--- src/rtl/arbitro_salida_pkg.sv ---
// Shared constants for the transaction-layer arbiter and its receive-side drain.
package arbitro_salida_pkg;

   // One-hot main FSM state encodings.
   localparam logic [3:0] ST_RESET  = 4'b0001;
   localparam logic [3:0] ST_INIT   = 4'b0010;
   localparam logic [3:0] ST_IDLE   = 4'b0100;
   localparam logic [3:0] ST_ACTIVE = 4'b1000;

   localparam int NUM_FIFOS      = 4;
   localparam int DEFAULT_DATA_W = 10;

   // True only for the exact one-hot codes in which draining is allowed.
   // RESET and any malformed encoding return 0.
   function automatic logic state_enabled(input logic [3:0] st);
      return (st == ST_INIT) || (st == ST_IDLE) || (st == ST_ACTIVE);
   endfunction

endpackage

--- src/rtl/arbitro_salida_rr4.sv ---
// Combinational 4-way rotating-priority grant.
// The search starts at ptr and wraps; the first requester found wins.
// gnt is one-hot or zero, and gnt_id is 0 whenever nothing is granted.
module arbitro_rr4 (
   input  logic [3:0] req,
   input  logic [1:0] ptr,
   input  logic       en,
   output logic [3:0] gnt,
   output logic [1:0] gnt_id
);

   logic       found;
   logic [1:0] idx;

   // Scan from ptr modulo 4 and pick the first requesting FIFO.
   always_comb begin
      found  = 1'b0;
      gnt    = '0;
      gnt_id = '0;
      idx    = '0;
      for (int k = 0; k < 4; k++) begin
         idx = ptr + 2'(k);
         if (!found && req[idx]) begin
            found  = 1'b1;
            gnt_id = idx;
         end
      end
      if (en && found) begin
         gnt[gnt_id] = 1'b1;
      end else begin
         gnt_id = 2'd0;
      end
   end

endmodule

--- src/rtl/arbitro_salida.sv ---
// Drains the four purple output FIFOs round-robin into one registered stream.
//
// Output handshake: valid_out qualifies data_out and grant_id for exactly the
// cycle it is high; there is no ready. The consumer throttles us through
// almost_full_out, which while low guarantees room for the two words that
// can already be in flight (pop -> pend -> output).
module arbitro_salida
   import arbitro_salida_pkg::*;
#(
   parameter int DATA_W = DEFAULT_DATA_W,
   parameter int CNT_W  = 5
) (
   input  logic              clk,
   input  logic              reset_L,
   input  logic [3:0]        state,
   input  logic              empty0_morado,
   input  logic              empty1_morado,
   input  logic              empty2_morado,
   input  logic              empty3_morado,
   input  logic [DATA_W-1:0] data0_morado,
   input  logic [DATA_W-1:0] data1_morado,
   input  logic [DATA_W-1:0] data2_morado,
   input  logic [DATA_W-1:0] data3_morado,
   input  logic              almost_full_out,
   output logic              pop0,
   output logic              pop1,
   output logic              pop2,
   output logic              pop3,
   output logic [DATA_W-1:0] data_out,
   output logic              valid_out,
   output logic [1:0]        grant_id,
   output logic [CNT_W-1:0]  cnt0,
   output logic [CNT_W-1:0]  cnt1,
   output logic [CNT_W-1:0]  cnt2,
   output logic [CNT_W-1:0]  cnt3
);

   logic              en;
   logic [3:0]        req;
   logic [3:0]        gnt;
   logic [1:0]        gnt_id;
   logic [1:0]        rr_ptr;
   logic              pend_valid;
   logic [1:0]        pend_id;
   logic [DATA_W-1:0] sel_data;
   logic [CNT_W-1:0]  cnt_q [NUM_FIFOS];

   // reset_L is folded into en so the pops drop combinationally during reset.
   assign en  = reset_L & state_enabled(state) & ~almost_full_out;
   assign req = ~{empty3_morado, empty2_morado, empty1_morado, empty0_morado};

   arbitro_rr4 u_rr4 (
      .req    (req),
      .ptr    (rr_ptr),
      .en     (en),
      .gnt    (gnt),
      .gnt_id (gnt_id)
   );

   assign {pop3, pop2, pop1, pop0} = gnt;

   // FIFO read data arrives the cycle after the pop; select the pending source.
   always_comb begin
      sel_data = data0_morado;
      case (pend_id)
         2'd0: sel_data = data0_morado;
         2'd1: sel_data = data1_morado;
         2'd2: sel_data = data2_morado;
         2'd3: sel_data = data3_morado;
         default: sel_data = data0_morado;
      endcase
   end

   // Rotate the pointer past the FIFO just popped and remember the pending pop.
   always_ff @(posedge clk) begin
      if (!reset_L) begin
         rr_ptr     <= 2'd0;
         pend_valid <= 1'b0;
         pend_id    <= 2'd0;
      end else begin
         pend_valid <= |gnt;
         if (|gnt) begin
            rr_ptr  <= gnt_id + 2'd1;
            pend_id <= gnt_id;
         end
      end
   end

   // Capture the pending word, tag its source and count it. Data and grant_id
   // hold between words so only valid_out drops when nothing is pending.
   always_ff @(posedge clk) begin
      if (!reset_L) begin
         data_out  <= '0;
         valid_out <= 1'b0;
         grant_id  <= 2'd0;
         for (int i = 0; i < NUM_FIFOS; i++) begin
            cnt_q[i] <= '0;
         end
      end else begin
         valid_out <= pend_valid;
         if (pend_valid) begin
            data_out         <= sel_data;
            grant_id         <= pend_id;
            cnt_q[pend_id]   <= cnt_q[pend_id] + 1'b1;
         end
      end
   end

   assign cnt0 = cnt_q[0];
   assign cnt1 = cnt_q[1];
   assign cnt2 = cnt_q[2];
   assign cnt3 = cnt_q[3];

endmodule

--- config.mk ---
export PLATFORM = sky130hd
export DESIGN_NAME = arbitro_salida
export DESIGN_NICKNAME = d
export VERILOG_FILES = /design/src/rtl/arbitro_salida_pkg.sv /design/src/rtl/arbitro_salida_rr4.sv /design/src/rtl/arbitro_salida.sv
export SDC_FILE = /design/constraint.sdc
export NUM_CORES = 1
export LEC_CHECK = 0
export ABC_AREA = 1
export BUFFER_PORTS_ARGS = -buffer_cell sky130_fd_sc_hd__buf_2
export CORE_MARGIN = 2
export CORE_UTILIZATION = 50
export CTS_BUF_LIST = sky130_fd_sc_hd__clkbuf_8
export DETAILED_ROUTE_END_ITERATION = 10
export PLACE_DENSITY_LB_ADDON = 0.08
export SLEW_MARGIN = 20
export SYNTH_ARGS = -nofsm -noshare
export SYNTH_HDL_FRONTEND = slang
export SYNTH_SLANG_ARGS = --single-unit
--- constraint.sdc ---
create_clock -name clk -period 2.2 [get_ports clk]
set_clock_uncertainty 0.2 [all_clocks]
set_input_delay 0.22 -clock clk [delete_from_list [all_inputs] [get_ports clk]]
set_output_delay 0.22 -clock clk [all_outputs]
set_load 0.01 [all_outputs]
==> impl_metrics.json <==
{
  "cp-start-kind": "flip-flop",
  "reg2reg_depth": 11,
  "p_sw_share_pct": 26.7,
  "placed_cell_area_sq_um": 2720,
  "yosysTopAreaCell": "edfxtp_1",
  "pwr-share-comb_pct": 16.6,
  "p_per_area_nw_per_um2": 528,
  "p_int_mw": 1.16,
  "min_to": "rr_ptr[1]",
  "power_mw": 1.58,
  "finalSetupViolations": 0,
  "cts_root_buffer": "clkbuf_8",
  "r2r_slack_ns": 0.23,
  "pre_cts_ws_ns": 0.142,
  "drc": 0,
  "wl_mm": 6.15,
  "yosys_register_bits": 40,
  "synth_top_area_share_pct": 26.8,
  "hp-class": "primary input to flip-flop",
  "tns_ns": 0,
  "routedWlPerCell_um": 13.9,
  "grt_pass1_vias": 2183,
  "netSwitchingPower_mw": 0.422,
  "core_sq_um": 4320,
  "die_area_sq_um": 5040,
  "cts_tree": "yes",
  "die_w_um": 71.0,
  "placementRows": 24,
  "path_clk_slew_ns": 0.07,
  "drv_slew": 0,
  "critPathCaptureType": "output pin",
  "synthTopCellsByCount": "nand2_1, nor2_1, nand3_1",
  "cap_violations": 0,
  "max-slew-margin-rel_pct": 70.8,
  "setup_slack_ns": 0.0799,
  "synth_edf_count": 20,
  "drive_gt1_share_pct": 39.3,
  "drt-vias-per-instance": 5.29,
  "max_stage_delay_ns": 0.42,
  "synth_cell_types": 35,
  "worstSetupPathType": "flip-flop to output pin",
  "gp_congestion": 0.896,
  "hold_violations": 0,
  "pwr-share-clk_pct": 31.7,
  "synth_compound_area_share_pct": 14.1,
  "place.detailed.hpwl_mm": 4.39,
  "synth_mux_area_share_pct": 0,
  "dr_wl_met3_um": 451,
  "synth_area_sq_um": 2240,
  "cp.required_ns": 1.78,
  "fillerInstances": 364,
  "rsz0062_at_grt": "true",
  "numCtsBuffers": 5,
  "yosys.area_share.simple_pct": 32.8,
  "finalNetCount": 440,
  "grt_use_total_pct": 25.0,
  "crit_chain": "inv_8 > nand2_2 > nand2_2 > nand2_2 > nand2_4 > nand2_2 > nand2_1 > nand2_1 > nand2_2 > nor2_4 > nand2_2 > inv_1 > buf_2",
  "timing.fmax_mhz": 472,
  "fin_crit_ns": 2.12,
  "status": "finished clean",
  "synth.avg_cell_area_sq_um": 7.90,
  "synth_xor_area_share_pct": 0.390,
  "seq_power_share_pct": 51.7,
  "synth_cells": 284,
  "met1Wirelength_mm": 2.57,
  "grt_pass1_wl_mm": 9.79,
  "synth_area_leaders": "edfxtp_1, dfxtp_1, nand2_1, nor2_1, nand3_1",
  "cp_slowest_cell": "dfxtp_4",
  "holdCritStartpoint": "reset_L",
  "synth-async-reset-ratio_pct": 0,
  "dpl.cell_count": 419,
  "synth_adder_area_share_pct": 0.558,
  "clock-sinks": 40,
  "grt_max_degree": 15,
  "start_util_pct": 51.9,
  "highest_layer": "met4",
  "final_antenna_net_count": 0,
  "post-route-util_pct": 69.3,
  "synth_most_common_cell": "nand2_1",
  "antenna_found_initial": 0,
  "hold_ws_ns": 0.0397,
  "syn_to_final_growth_pct": 33.6,
  "synth_nets": 336,
  "yosys_warnings": 0,
  "postLayoutCellArea_sq_um": 3000,
  "drt_pass1_iterations": 4,
  "cts.path.max_buffers": 2,
  "ioPinCount": 88,
  "final_cells": 441,
  "power_leakage_nw": 1.46,
  "dr_wl_met2_mm": 3.02,
  "clk_latency_ns": 0.30,
  "hold_depth": 3,
  "synth_top_family_by_area": "simple AND/OR/NAND/NOR gates",
  "ir_drop_uv": 254,
  "via_count": 2332,
  "globalRouteOverflowTotal": 0,
  "worst_pin_slew_ns": 0.438,
  "cpMostUsedCell": "nand2_2",
  "htree_levels": 2,
  "min_period_over_period_pct": 96.4,
  "timing.rr.end": "cnt_q[2][4]",
  "drtIter0Drc": 164,
  "synth_seq_area_share_pct": 44.6,
  "crit_arrival_ns": 1.70,
  "num_antenna_cells": 0,
  "die_y_um": 71.0,
  "ys_dominant_reg_cell": "edfxtp_1",
  "cp_max_fo": 8,
  "port_buffers": 87
}
## worst max path at each step
stage             endpoint      start  cells past startpoint
2_1_floorplan  cnt_q[0][4]  flip-flop                     11
3_3_place_gp   cnt_q[0][4]  flip-flop                     11
3_5_place_dp   cnt_q[0][4]  flip-flop                     10
4_1_cts               pop1  rr_ptr[0]                     13
5_1_grt               pop1  rr_ptr[0]                     13
6_report              pop1  rr_ptr[0]                     13
## cells in the final DEF (no fill, tap or decap), types with 2 or more instances in the layout
master | synthesis | routed
dlygate4sd3_1 | 0 | 10
dfxtp_1 | 20 | 17
nand2_2 | 15 | 19
nor2_1 | 35 | 35
inv_2 | 4 | 4
nand3_2 | 3 | 6
buf_4 | 2 | 9
o21ai_0 | 19 | 19
nor2_2 | 6 | 5
dfxtp_4 | 0 | 2
edfxtp_1 | 20 | 20
clkbuf_8 | 0 | 6
inv_1 | 20 | 21
a31oi_1 | 2 | 2
nand2_1 | 66 | 61
buf_2 | 1 | 87
a21oi_1 | 12 | 12
nand2_4 | 4 | 5
inv_4 | 1 | 2
nand4_1 | 3 | 3
a221oi_1 | 8 | 8
nand3_1 | 23 | 20
## power groups by stage
stage                     clock network (mW)  logic, mW  registers, mW
after CTS                              0.505      0.248          0.819
after global placement                     0      0.230          0.835
after detailed placement                   0      0.234          0.836
final                                  0.501      0.262          0.818
after floorplan                            0      0.134          0.841
after global routing                   0.547      0.289          0.820
## critical path: cells and delay by family, from the launching register on
family        cells  cell delay [ns]
buf+inv           3             0.23
flops             1             0.42
simple gates     10             0.76
## metal layers
metal,GRT usage [%],vias to the layer above
li1,-,1164
met1,30.5,1059
met2,42.6,101
met3,6.41,8
met4,9.22,0
met5,0,-
## final cells by class
cell class                 instances  area [sq um]  area share, %
timing repair buffer             106           603           20.1
sequential                        40          1010           33.7
clock inverter                     2          7.51          0.250
clock buffer                       6          82.6           2.75
tap                               52          65.1           2.17
multi-input combinational        208          1120           37.2
inverter                          27           114           3.80
## sequential cells by signal, indices dropped and copies added, names as in the netlist, named ones only
signal / flops
grant_id: 2
pend_valid: 1
data_out: 10
cnt_q: 20
pend_id: 2
rr_ptr: 2
valid_out: 1
## logic make-up after synthesis
| logic type | Yosys count |
|---|---|
| AO/OA/AOI/OAI | 49 |
| XOR/XNOR | 1 |
| adder cells (fa/ha/maj) | 1 |
| buffers and inverters | 36 |
| flip-flops | 40 |
| AND/OR/NAND/NOR | 157 |
## repair_timing
action	CTS	global route
gates resized for setup	2	16
endpoints found under the hold margin	10	0
endpoints found under the setup margin	4	7
cloned	0	0
hold buffers	10	0
pin swaps	0	4
setup buffers	0	4
Note: power is estimated with default switching activity, not from simulation.
